`config.mk`:
```
export PLATFORM = sky130hd
export DESIGN_NAME = state_registers_par
export DESIGN_NICKNAME = d
export VERILOG_FILES = /design/src/rtl/state_registers_par.sv
export SDC_FILE = /design/constraint.sdc
export NUM_CORES = 1
export LEC_CHECK = 0
export BUFFER_PORTS_ARGS = -buffer_cell sky130_fd_sc_hd__buf_2
export CAP_MARGIN = 40
export CELL_PAD_IN_SITES_DETAIL_PLACEMENT = 1
export CELL_PAD_IN_SITES_GLOBAL_PLACEMENT = 2
export CORE_MARGIN = 2
export CORE_UTILIZATION = 39
export DETAILED_ROUTE_END_ITERATION = 12
export PLACE_DENSITY_LB_ADDON = 0.1
export SLEW_MARGIN = 30
export SYNTH_ARGS = -nofsm -noshare
export SYNTH_HDL_FRONTEND = slang
export SYNTH_SLANG_ARGS = --single-unit
export TNS_END_PERCENT = 100
```
`constraint.sdc`:
```
create_clock -name clk -period 1.9 [get_ports clk]
set_input_delay 0.095 -clock clk [delete_from_list [all_inputs] [get_ports clk]]
set_output_delay 0.095 -clock clk [all_outputs]
set_load 0.03 [all_outputs]
```
`src/rtl/state_registers_par.sv`:
```
// 16-byte column-major state register with byte-serial load/unload and
// in-place ShiftRows / MixColumns (optionally their inverses).
module state_registers_par #(
    parameter int LANES  = 1,
    parameter int INV_EN = 0
) (
    input  logic                 clk,
    input  logic                 rst,
    input  logic                 op_valid,
    output logic                 op_ready,
    input  logic [1:0]           op,
    input  logic                 inv,
    input  logic [8*LANES-1:0]   din,
    input  logic                 din_valid,
    output logic                 din_ready,
    output logic [8*LANES-1:0]   dout,
    output logic                 dout_valid,
    input  logic                 dout_ready,
    output logic                 done
);

    localparam int BEATS = 16 / LANES;
    localparam int CW    = (BEATS > 2) ? $clog2(BEATS) : 1;
    localparam logic [CW-1:0] LAST    = CW'(BEATS - 1);
    localparam logic [CW-1:0] MC_LAST = CW'(3);

    localparam logic [2:0] ST_IDLE   = 3'd0;
    localparam logic [2:0] ST_LOAD   = 3'd1;
    localparam logic [2:0] ST_SR     = 3'd2;
    localparam logic [2:0] ST_MC     = 3'd3;
    localparam logic [2:0] ST_UNLOAD = 3'd4;

    generate
        if (LANES != 1 && LANES != 2 && LANES != 4) begin : g_bad_lanes
            $error("state_registers_par: LANES must be 1, 2 or 4");
        end
    endgenerate

    logic [2:0]    state;
    logic [CW-1:0] cnt;
    logic          inv_q;
    logic          use_inv;
    logic [7:0]    s     [16];
    logic [7:0]    s_nxt [16];
    logic [31:0]   mixed;

    function automatic logic [7:0] xt(input logic [7:0] a);
        return {a[6:0], 1'b0} ^ (a[7] ? 8'h1b : 8'h00);
    endfunction

    // Multiply by a 4-bit constant: enough for 01/02/03/09/0B/0D/0E.
    function automatic logic [7:0] gmul(input logic [7:0] a, input logic [3:0] c);
        logic [7:0] a2, a4, a8;
        a2 = xt(a);
        a4 = xt(a2);
        a8 = xt(a4);
        return (c[0] ? a : 8'h00) ^ (c[1] ? a2 : 8'h00) ^
               (c[2] ? a4 : 8'h00) ^ (c[3] ? a8 : 8'h00);
    endfunction

    function automatic logic [31:0] mix_col(input logic [31:0] col, input logic iv);
        logic [3:0]  k0, k1, k2, k3;
        logic [31:0] res;
        k0 = iv ? 4'he : 4'h2;
        k1 = iv ? 4'hb : 4'h3;
        k2 = iv ? 4'hd : 4'h1;
        k3 = iv ? 4'h9 : 4'h1;
        res = '0;
        for (int j = 0; j < 4; j++) begin
            res[8*j +: 8] = gmul(col[8*j +: 8], k0) ^
                            gmul(col[8*((j+1)%4) +: 8], k1) ^
                            gmul(col[8*((j+2)%4) +: 8], k2) ^
                            gmul(col[8*((j+3)%4) +: 8], k3);
        end
        return res;
    endfunction

    assign use_inv    = (INV_EN != 0) && inv_q;
    assign op_ready   = (state == ST_IDLE);
    assign din_ready  = (state == ST_LOAD);
    assign dout_valid = (state == ST_UNLOAD);

    always_comb begin
        mixed = mix_col({s[3], s[2], s[1], s[0]}, use_inv);
    end

    genvar gk;
    generate
        for (gk = 0; gk < LANES; gk++) begin : g_dout
            assign dout[8*gk +: 8] = dout_valid ? s[gk] : 8'h00;
        end
    endgenerate

    always_comb begin
        for (int i = 0; i < 16; i++) s_nxt[i] = s[i];
        case (state)
            ST_LOAD: if (din_valid) begin
                for (int i = 0; i < 16 - LANES; i++) s_nxt[i] = s[i+LANES];
                for (int k = 0; k < LANES; k++) s_nxt[16-LANES+k] = din[8*k +: 8];
            end
            ST_SR: begin
                for (int r = 0; r < 4; r++) begin
                    for (int c = 0; c < 4; c++) begin
                        if (use_inv) s_nxt[r+4*c] = s[r+4*((c-r+4)%4)];
                        else         s_nxt[r+4*c] = s[r+4*((c+r)%4)];
                    end
                end
            end
            // Rotate by one column; after four passes every column is back home, mixed.
            ST_MC: begin
                for (int i = 0; i < 12; i++) s_nxt[i] = s[i+4];
                for (int j = 0; j < 4; j++) s_nxt[12+j] = mixed[8*j +: 8];
            end
            ST_UNLOAD: if (dout_ready) begin
                for (int i = 0; i < 16; i++) s_nxt[i] = s[(i+LANES)%16];
            end
            default: ;
        endcase
    end

    always_comb begin
        done = 1'b0;
        if (!rst) begin
            case (state)
                ST_LOAD:   done = din_valid && (cnt == LAST);
                ST_SR:     done = 1'b1;
                ST_MC:     done = (cnt == MC_LAST);
                ST_UNLOAD: done = dout_ready && (cnt == LAST);
                default:   done = 1'b0;
            endcase
        end
    end

    always_ff @(posedge clk) begin
        if (rst) begin
            state <= ST_IDLE;
            cnt   <= '0;
            inv_q <= 1'b0;
            for (int i = 0; i < 16; i++) s[i] <= 8'h00;
        end else begin
            for (int i = 0; i < 16; i++) s[i] <= s_nxt[i];
            case (state)
                ST_IDLE: if (op_valid) begin
                    inv_q <= (INV_EN != 0) ? inv : 1'b0;
                    case (op)
                        2'b00:   state <= ST_LOAD;
                        2'b01:   state <= ST_SR;
                        2'b10:   state <= ST_MC;
                        default: state <= ST_UNLOAD;
                    endcase
                end
                ST_LOAD: if (din_valid) begin
                    if (cnt == LAST) begin
                        cnt   <= '0;
                        state <= ST_IDLE;
                    end else begin
                        cnt <= cnt + 1'b1;
                    end
                end
                ST_SR: state <= ST_IDLE;
                ST_MC: begin
                    if (cnt == MC_LAST) begin
                        cnt   <= '0;
                        state <= ST_IDLE;
                    end else begin
                        cnt <= cnt + 1'b1;
                    end
                end
                ST_UNLOAD: if (dout_ready) begin
                    if (cnt == LAST) begin
                        cnt   <= '0;
                        state <= ST_IDLE;
                    end else begin
                        cnt <= cnt + 1'b1;
                    end
                end
                default: state <= ST_IDLE;
            endcase
        end
    end

endmodule

```
==> impl_results.md, run 1 <==
* Most common cell after layout, fill and taps aside: nand2_1
* Port Buffers at 26
* Crit end category: output port
* Post-DP Area at 8610 um2
* Post-Synth Simple-Gate Area at 16.5%
* # IOs at 28
* Share of layout cells above drive strength 1 at 13.6%
* # DRC at 0
* Largest net degree at the start of global routing at approximately 130
* Distinct cell type count after synthesis at 54
* CP Data Required Time at around 1.8 ns
* Final Cycle Share at 99.5%
* Net Count, Synth at 1004
* Post-synthesis async set-or-reset flop share at 0%
* Largest family of logic cells by synthesized area: compound AO/OA/AOI/OAI gates
* Most frequent cells in the layout: nand2_1, dfxtp_1, nor2_1
* Starting Density at 40.0%
* First-pass GRT wire length at 41900 um
* Die width at about 150 um
* FF-to-FF End: s[0][121]
* Largest cells by area after synthesis: dfxtp_1, nand2_1, xnor2_1
* Hold path startpoint: rst
* Layout Nets at just under 1000
* Post-synthesis adder-cell area fraction at 0.617%
* Syn Area/Cell at 8.25 um2
* FP Rows at 52
* Max Slew Vio Count at 0
* Worst-Margin Slew at 0.692 ns
* Layout fillers at 2450
* Post-Route WL at 25800 um
* WP data arrival at around 1.8 ns
* Maximum vdd drop at 0.000652 V
* Initial antenna violation count at 0
* Area delta synth->final at 14.4%
* Period minus WS final at between 1.5 and 2 ns
* N_diodes at 0
* Drt wl/cell at around 20 um
* Total core area at 20300 um2
* Mux contribution to synthesized area at 6.81%
* Top FF cell, synth: dfxtp_1
* Latest clock arrival within the worst-skew pair at around 0.43 ns
* Fin Hold WS at 0.0213 ns
* Vias/cell at 5.76
* Clock sinks at roughly 140
* Finish-stage setup viols at 0
* Die area at approximately 22000 um2
* Synth Warn # at 0
* R2r setup slk at 0.10 ns
* Routed Antenna Nets at 0
* Cts bufs inserted at 17
* Worst slew margin at 53.6%
* Leading area contributor after synthesis: dfxtp_1
* Worst hold path class: input pin to flop
* Hold Crit Depth at 3
* Unrepaired setup endpoints after global routing: true
* CTS tree: built
* Mapped Cells at 984
* Status: finished clean
* Final HPWL DP at 16800 um
* GP Congestion at 0.804
* Crit Path Class: flop to output port
* PwrDens at 1280 nW/um2
* Synth Area in Compound Gates at 21.8%
* CP startpoint kind: flop
* Yosys reg bits at 135
* Crit Reg-Reg Startpoint: state[1]
* Final Skew at 0.0101 ns
* Yosys top cell area share at 33.3%
* Max Fclk at about 0.53 GHz
* GRT overflow at 0
* Seq/Total Area, Yosys at 33.3%
* Clock root cell: clkbuf_16
* Max-Cap Viols at 0
* Clock transition at the registers of the reported paths at ~0.06 ns
* Deepest clock path buffer count at 2
* Post-Syn Area at 8120 um2
* Hold Path Sink: state[0]
* Number of enable flip-flop cells after synthesis at 0
* Final hold vios at 0
* Setup TNS at 0 ns
* Post-route cell area at 9290 um2
* GRT Total Usage at 24.1%
* Die H at approximately 150 um
* Worst r2r path cells at 5
* XOR/XNOR Fraction of Synth Area at 13.1%
* Htree depth at 4
* P_leak at 3.06 nW
* Detailed Routing Iterations Pass 1 at 4
* Starting DRC count in detailed routing at 356
* Routed via count at 7249
* Vias in the first global route at between 7000 and 8000
* Worst Path Max Fanout at 4
==> state kept, by name, indices dropped and copies added, names as in the netlist <==
name	flops
state	3
cnt	4
s	128
==> kinds of logic after synthesis <==
| family | count (synthesis) |
|---|---|
| simple gates | 318 |
| xor+xnor | 100 |
| fa+ha+maj | 4 |
| buf+inv | 136 |
| mux | 55 |
| compound gates | 236 |
| flops | 135 |
==> report_power, final <==
group          leakage [nW]  switching (W)  internal, W
clock network         0.279        0.00140      0.00198
logic                  1.69        0.00255      0.00207
registers              1.10       0.000565      0.00331
total                  3.06        0.00451      0.00737
==> per-stage QoR <==
stage	power [W]	utilization, %	worst slack, ns	cells
after floorplan	0.00719	-	0.209	984
after global routing	0.0126	45.8	-0.0719	1258
final	0.0119	45.8	0.00916	1258
after detailed placement	0.00847	42.4	0.100	1222
after CTS	0.0119	45.6	-0.0188	1257
after global placement	0.00833	42.4	0.166	1222
==> what timing repair did <==
item / in CTS / in global routing
pin swaps: 3 / 1
buffers inserted: 2 / 1
hold buffers: 1 / 0
setup endpoints to repair: 3 / 10
gates resized for setup: 12 / 7
endpoints found under the hold margin: 2 / 0
==> final cells by class <==
class / count / area, um2 / area share, %
clock inverters: 13 / 144 / 1.55
flip-flops and latches: 135 / 2720 / 29.2
clock buffers: 19 / 443 / 4.77
multi-input cells: 713 / 4830 / 52.1
repair buffers: 83 / 719 / 7.75
inverters: 25 / 93.8 / 1.01
well taps: 270 / 338 / 3.64
==> worst max-delay path: stages, from the launching register on <==
cell and delay [ns]:
dfxtp_4 0.36, ha_4 0.14, or3b_4 0.39, a21oi_2 0.12, nor2_1 0.06, nor2_1 0.11, buf_4 0.18
==> per-layer routing <==
metal	up-vias	global-route usage (%)	share of wire, %	wire (um)
li1	3459	-	-	-
met1	3661	32.3	47	12300
met2	104	40.8	49	12500
met3	25	3.44	2.9	740
met4	0	6.29	1.2	301
met5	-	0	0	0
==> synth_stat cells, drive strengths merged (2+ instances only) <==
master    n
a311oi   26
xor3      3
o32ai    18
o22ai     4
nand3b    4
o21bai    2
xor2     20
or3b      2
a221oi   32
and2      3
nor3     29
nand2   176
nor3b     2
a311o     3
xnor2    69
inv      25
o311a    16
a31oi     3
a211o     2
o21ba     2
a211oi    4
mux2i    53
xnor3     8
buf      65
mux2      2
nand2b    5
ha        4
dfxtp   135
and3      8
nor2b     2
clkbuf   46
nand3     3
o211ai   48
a21oi    57
nor2     80
a221o     5
o311ai    2
o21ai     9
==> worst max-delay path by stage <==
stage                  start        to  cells past startpoint
finish                cnt[0]      done                      6
global placement    state[1]  s[0][98]                      5
detailed placement  state[1]  s[0][96]                      5
global route        state[1]      done                      7
CTS                   cnt[1]      done                      6
floorplan             cnt[0]      done                      5
Power figures use the tool's default switching activity.
==> run 2, diff against run 1 <==
--- a/config.mk
+++ b/config.mk
@@ -5,12 +5,13 @@
 export SDC_FILE = /design/constraint.sdc
 export NUM_CORES = 1
 export LEC_CHECK = 0
+export ABC_AREA = 1
 export BUFFER_PORTS_ARGS = -buffer_cell sky130_fd_sc_hd__buf_2
 export CAP_MARGIN = 40
 export CELL_PAD_IN_SITES_DETAIL_PLACEMENT = 1
 export CELL_PAD_IN_SITES_GLOBAL_PLACEMENT = 2
 export CORE_MARGIN = 2
-export CORE_UTILIZATION = 39
+export CORE_UTILIZATION = 35
 export DETAILED_ROUTE_END_ITERATION = 12
 export PLACE_DENSITY_LB_ADDON = 0.1
 export SLEW_MARGIN = 30
==> impl_results.md, run 2 <==
* Routed via count at 8516 (+17%)
* Distinct cell type count after synthesis at 39 (-28%)
* Biggest register: s
* Clock root cell: clkbuf_16
* Mapped Cells at 1260 (+28%)
* Post-Syn Area at 8310 um2 (+2.4%)
* P_leak at 3.73 nW (+22%)
* GP Congestion at 0.805 (+0.19%)
* Starting DRC count in detailed routing at 499 (+40%)
* Worst slew margin at 70.2% (+17 points)
* FF-to-FF End: s[0][44]
* Clock transition at the registers of the reported paths at 0.06 ns (about the same)
* Status: finished clean
* Yosys reg bits at 135 (unchanged)
* Final Skew at 0.0124 ns (+0.00226 ns)
* Net Count, Synth at 1280 (+27%)
* Hold Crit Depth at 5 (+2)
* Deepest clock path buffer count at 2 (unchanged)
* Final Core Density at 41.2% (-4.6 points)
* Post-Route WL at 29500 um (+14%)
* Synth Warn # at 0 (unchanged)
* Detailed Routing Iterations Pass 1 at 5 (+1)
* Total power at 0.0220 W (+86%)
* Maximum vdd drop at 0.00135 V (+110%)
* Setup crit start: cnt[0]
* Worst-Margin Slew at 0.444 ns (-0.248 ns)
* Port Buffers at 26 (unchanged)
* Post-synthesis async set-or-reset flop share at 0% (unchanged)
* Drt wl/cell at 18.5 um (-9.9%)
* Routed Antenna Nets at 0 (unchanged)
* PwrDens at 2290 nW/um2 (+79%)
* # DRC at 0 (unchanged)
* Seq/Total Area, Yosys at 32.5% (-0.78 points)
* Top FF cell, synth: dfxtp_1
* CTS tree: built
* Syn Area/Cell at 6.60 um2 (-20%)
* Unrepaired setup endpoints after global routing: true
* Period minus WS final at 1.83 ns (-0.0614 ns)
* Multi-input logic area at 4770 um2 (-1.3%)
* Largest net degree at the start of global routing at 63 (-52%)
* Die area at 25000 um2 (+14%)
* Worst hold path class: input pin to flop
* GRT Total Usage at 24.6% (+0.54 points)
* Max-Cap Viols at 0 (unchanged)
* CP Data Required Time at 1.80 ns (about the same)
* Crit Reg-Reg Startpoint: state[0]
* Clock sinks at 135 (unchanged)
* R2r setup slk at 0.15 ns (+0.05 ns)
* Most common cell after layout, fill and taps aside: nand2_1
* Latest clock arrival within the worst-skew pair at 0.44 ns (about the same)
* Share of layout cells above drive strength 1 at 12.7% (-0.86 points)
* Die H at 158 um (+6.6%)
* Largest regs: s x128, cnt x4, state x3
* Storage cell area at 2710 um2 (-0.23%)
* Critical Path Sink: done
* Most frequent cells in the layout: nand2_1, a21oi_1, dfxtp_1
* Yosys top cell area share at 32.5% (-0.78 points)
* Area delta synth->final at 16.0%
* Vias in the first global route at 8523 (+13%)
* Synth cell count leaders: nand2_1, a21oi_1, dfxtp_1, inv_1, o21ai_1
* Max Fclk at 0.547 GHz (+3.4%)
* Cts bufs inserted at 17 (unchanged)
* Total core area at 23400 um2 (+15%)
* Worst Path Max Fanout at 4 (unchanged)
* # IOs at 28 (unchanged)
* First-pass GRT wire length at 47600 um (+14%)
* Die width at 158 um (+6.6%)
* WP data arrival at 1.73 ns (-0.07 ns)
* Max FFs per register at 128 (unchanged)
* FP Rows at 56 (+7.7%)
* Vias/cell at 5.34 (-7.3%)
* Htree depth at 4 (unchanged)
* Layout Nets at 1282 (+29%)
* Number of enable flip-flop cells after synthesis at 0 (unchanged)
* N_diodes at 0 (unchanged)
* Final Cycle Share at 96.3% (-3.2 points)
* Largest cells by area after synthesis: dfxtp_1, nand2_1, a21oi_1
* Leading area contributor after synthesis: dfxtp_1
* Max Slew Vio Count at 0 (unchanged)
* Final hold vios at 0 (unchanged)
* CP startpoint kind: flop
* Starting Density at 35.5% (-4.5 points)
* Layout fillers at 3023 (+23%)
* Crit end category: output port
* Most frequent cell after synthesis: nand2_1
* Finish-stage setup viols at 0 (unchanged)
* GRT overflow at 0 (unchanged)
* Crit Path Class: flop to output port
* Initial antenna violation count at 0 (unchanged)
* Final HPWL DP at 20200 um (+20%)
* Worst r2r path cells at 9 (+4)
run 2: cell types whose count changed in the layout (fill, tap and decap cells not counted), moves of 53 or more:
cell / change
a21oi_1: +105
inv_1: +69
mux2i_1: -53
nand2_1: +115
nand3_1: +56
o21ai_0: +54
o21ai_1: +70
run 2: critical path, stage by stage, from the launching register on:
cell	delay [ns]
dfxtp_4	0.37
ha_4	0.15
inv_2	0.06
nor3_4	0.21
o2111ai_2	0.15
a31oi_1	0.19
buf_4	0.19
run 2: power by group:
part | leakage [nW] | internal, W | total (W) | switching [W]
clock network | 0.276 | 0.00177 | 0.00324 | 0.00147
registers | 1.11 | 0.00420 | 0.00572 | 0.00152
logic | 2.34 | 0.00501 | 0.0131 | 0.00807
total | 3.73 | 0.0110 | 0.0220 | 0.0111
run 2: worst min-delay path by stage:
| stage | start | end |
|---|---|---|
| 4_1_cts | din[3] | s[0][123] |
| 3_3_place_gp | din[5] | s[0][125] |
| 3_5_place_dp | din[5] | s[0][125] |
| 6_report | din[3] | s[0][123] |
| 2_1_floorplan | din[5] | s[0][125] |
| 5_1_grt | rst | s[0][116] |
run 2: cell type report:
type                            count  share of cell area [%]
Clock inverter                     13                    1.13
Clock buffer                       19                    4.70
Multi-Input combinational cell    917                    49.5
Sequential cell                   135                    28.1
Inverter                          105                    4.11
Tap cell                          319                    4.14
Timing Repair Buffer               86                    8.33
run 2: cell families after synthesis:
family,Yosys count,share of synthesized area (%)
buf+inv,208,10.7
fa+ha+maj,4,0.602
simple gates,444,22.4
compound gates,405,27.1
flops,135,32.5
xor+xnor,64,6.74
run 2: repair_timing:
action	CTS	global route
pin swaps	4	1
endpoints found under the hold margin	2	0
hold buffers	2	0
setup buffers	4	0
resized for setup	15	4
setup endpoints to repair	3	11
run 2: metal layers:
metal | vias to the layer above | global-route usage (%) | wire, um
li1 | 4254 | - | -
met2 | 110 | 39.5 | 13300
met3 | 22 | 2.98 | 715
met5 | - | 0 | 0
met4 | 0 | 6.01 | 306
met1 | 4130 | 35.1 | 15200
run 2: through the flow:
step	setup WS [ns]	hold WS (ns)	setup TNS [ns]	std cells	cell area, um2
finish	0.0705	0.0484	0	1594	9640
global route	-0.0147	0.0552	-0.0215	1594	9640
CTS	0.0247	0.0386	0	1594	9630
detailed placement	0.142	0.388	0	1556	8960
global placement	0.175	0.388	0	1556	8960
floorplan	0.256	0.278	0	1260	8310
==> run 3, diff against run 2 <==
--- a/config.mk
+++ b/config.mk
@@ -13,7 +13,7 @@
 export CORE_MARGIN = 2
 export CORE_UTILIZATION = 35
 export DETAILED_ROUTE_END_ITERATION = 12
-export PLACE_DENSITY_LB_ADDON = 0.1
+export PLACE_DENSITY_LB_ADDON = 0.12
 export SLEW_MARGIN = 30
 export SYNTH_ARGS = -nofsm -noshare
 export SYNTH_HDL_FRONTEND = slang
==> impl_results.md, run 3 (synthesis results as in run 2) <==
* Status: finished clean
* Area delta synth->final at 18.0%
* Period minus WS final at 1.82 ns (-0.0107 ns)
* FP Rows at 56 (unchanged)
* Unrepaired setup endpoints after global routing: true
* Final Skew at 0.0123 ns (-0.0000718 ns)
* Die area at 25000 um2 (unchanged)
* Bufs and invs on worst path at 4 (+2)
* Post-place setup slack at 0.107 ns (-0.0344 ns)
* Worst slew margin at 51.9% (-18 points)
* Clock root cell: clkbuf_16
* Routed Antenna Nets at 0 (unchanged)
* Worst Path Max Fanout at 39 (+35)
* CTS tree: built
* Most frequent cells in the layout: nand2_1, a21oi_1, dfxtp_1
* Worst path max stage delay at 0.33 ns (-0.04 ns)
* Starting Density at 35.5% (unchanged)
* First-pass GRT wire length at 48900 um (+2.7%)
* CP startpoint kind: flop
* Post-Route WL at 30800 um (+4.3%)
* Slowest-stage cell, CP: dfxtp_1
* Vias/cell at 5.37 (+0.52%)
* Biggest register: s
* Initial antenna violation count at 0 (unchanged)
* GRT Total Usage at 25.5% (+0.84 points)
* Crit Path Class: flop to output port
* Drt wl/cell at 19.2 um (+3.7%)
* P_sw at 0.0113 W (+2.0%)
* Share of layout cells above drive strength 1 at 13.4% (+0.69 points)
* Post-route cell area at 9810 um2 (+1.7%)
* Htree depth at 4 (unchanged)
* Crit path max-delay family: buffers and inverters
* Largest net degree at the start of global routing at 60 (-4.8%)
* Starting DRC count in detailed routing at 552 (+11%)
* PwrDens at 2340 nW/um2 (+2.5%)
* Final hold vios at 0 (unchanged)
* Detailed Routing Iterations Pass 1 at 4 (-1)
* Final HPWL DP at 20600 um (+2.0%)
* Vias in the first global route at 8659 (+1.6%)
* Fin Hold WS at 0.0373 ns (-0.0111 ns)
* Routed via count at 8609 (+1.1%)
* # IOs at 28 (unchanged)
* Cts bufs inserted at 17 (unchanged)
* Worst-Margin Slew at 0.722 ns (+0.278 ns)
* Crit end category: output port
* Die H at 158 um (unchanged)
* GP Congestion at 0.793 (-1.5%)
* CP Data Required Time at 1.80 ns (about the same)
* GRT overflow at 0 (unchanged)
* Deepest clock path buffer count at 2 (unchanged)
* WP data arrival at 1.72 ns (about the same)
* Largest regs: s x128, cnt x4, state x3
* Reg power frac at 25.0% (-1.0 points)
* Max-Cap Viols at 0 (unchanged)
* P_leak at 3.81 nW (+2.2%)
* Worst hold path class: input pin to flop
* Internal Power at 0.0117 W (+6.5%)
* Logic pwr share at 59.2% (about the same)
* Finish-stage setup viols at 0 (unchanged)
* # DRC at 0 (unchanged)
* Port Buffers at 26 (unchanged)
* Die width at 158 um (unchanged)
* Switching Share at 49.1% (-1.1 points)
* Layout Nets at 1291 (+0.70%)
* Clock sinks at 135 (unchanged)
* N_diodes at 0 (unchanged)
* Max Fclk at 0.550 GHz (+0.59%)
* Maximum vdd drop at 0.00101 V (-25%)
* Max Slew Vio Count at 0 (unchanged)
* Latest clock arrival within the worst-skew pair at 0.43 ns (about the same)
* Final Cycle Share at 95.7% (-0.56 points)
* Crit-path most repeated cell: inv_2
* Crit path cell chain: inv_2 -> nand2_4 -> inv_2 -> nand2_2 -> buf_12 -> a31oi_4 -> buf_6
* Clk pwr share at 15.8% (+1.1 points)
* Most common cell after layout, fill and taps aside: nand2_1
* Post-DP Area at 8960 um2 (unchanged)
* Total core area at 23400 um2 (unchanged)
* Max FFs per register at 128 (unchanged)
* Clock transition at the registers of the reported paths at 0.07 ns (about the same)
* PnR worst setup slack at 0.0812 ns (+0.0107 ns)
-- run 3: tightest hold or removal path, stage by stage --
cell and delay (ns):
buf_2 0.09, inv_2 0.09, o21ai_1 0.09, a31oi_1 0.04
-- run 3: worst paths after layout --
check | start | end | slack [ns] | cells past startpoint
worst max-delay path | state[2] | done | 0.08 | 7
worst min-delay path | rst | s[0][65] | 0.04 | 4
worst max register to register | state[0] | s[0][127] | 0.11 | 9
worst min register to register | s[0][115] | s[0][115] | 0.49 | 2
-- run 3: through the flow --
step                      power (W)  TNS, ns  instances  utilization, %
after detailed placement     0.0189        0       1556            38.3
final                        0.0230        0       1603            41.9
after floorplan              0.0147        0       1260               -
after CTS                    0.0228        0       1600            41.6
after global routing         0.0250  -0.0362       1603            41.9
after global placement       0.0186        0       1556            38.3
-- run 3: cell type report --
class	count	area (um2)
fill	3035	13600
sequential	135	2710
timing repair buffer	95	891
clock inverter	14	198
inverter	105	394
clock buffer	18	429
tap	319	399
multi-input combinational	917	4790
-- run 3: timing repair --
item	in CTS	in global routing
endpoints found under the hold margin	2	0
cloned	0	0
buffers inserted	10	3
endpoints found under the setup margin	2	52
gates resized for setup	15	9
hold buffers	2	0
pin swaps	4	2
-- run 3: layer usage --
metal | vias up | wire, um | GRT usage [%] | part of all wire (%)
met5 | - | 0 | 0 | 0
met4 | 0 | 338 | 5.28 | 1.1
met3 | 16 | 913 | 3.50 | 3.0
met2 | 129 | 14200 | 42.0 | 46
met1 | 4202 | 15300 | 35.5 | 50
li1 | 4262 | - | - | -
-- run 3: power groups by stage --
stage,clock network [W],registers [W],logic (W)
6_report,0.00364,0.00573,0.0136
5_1_grt,0.00384,0.00592,0.0153
4_1_cts,0.00371,0.00570,0.0134
3_5_place_dp,0,0.00573,0.0132
3_3_place_gp,0,0.00573,0.0129
2_1_floorplan,0,0.00493,0.00979
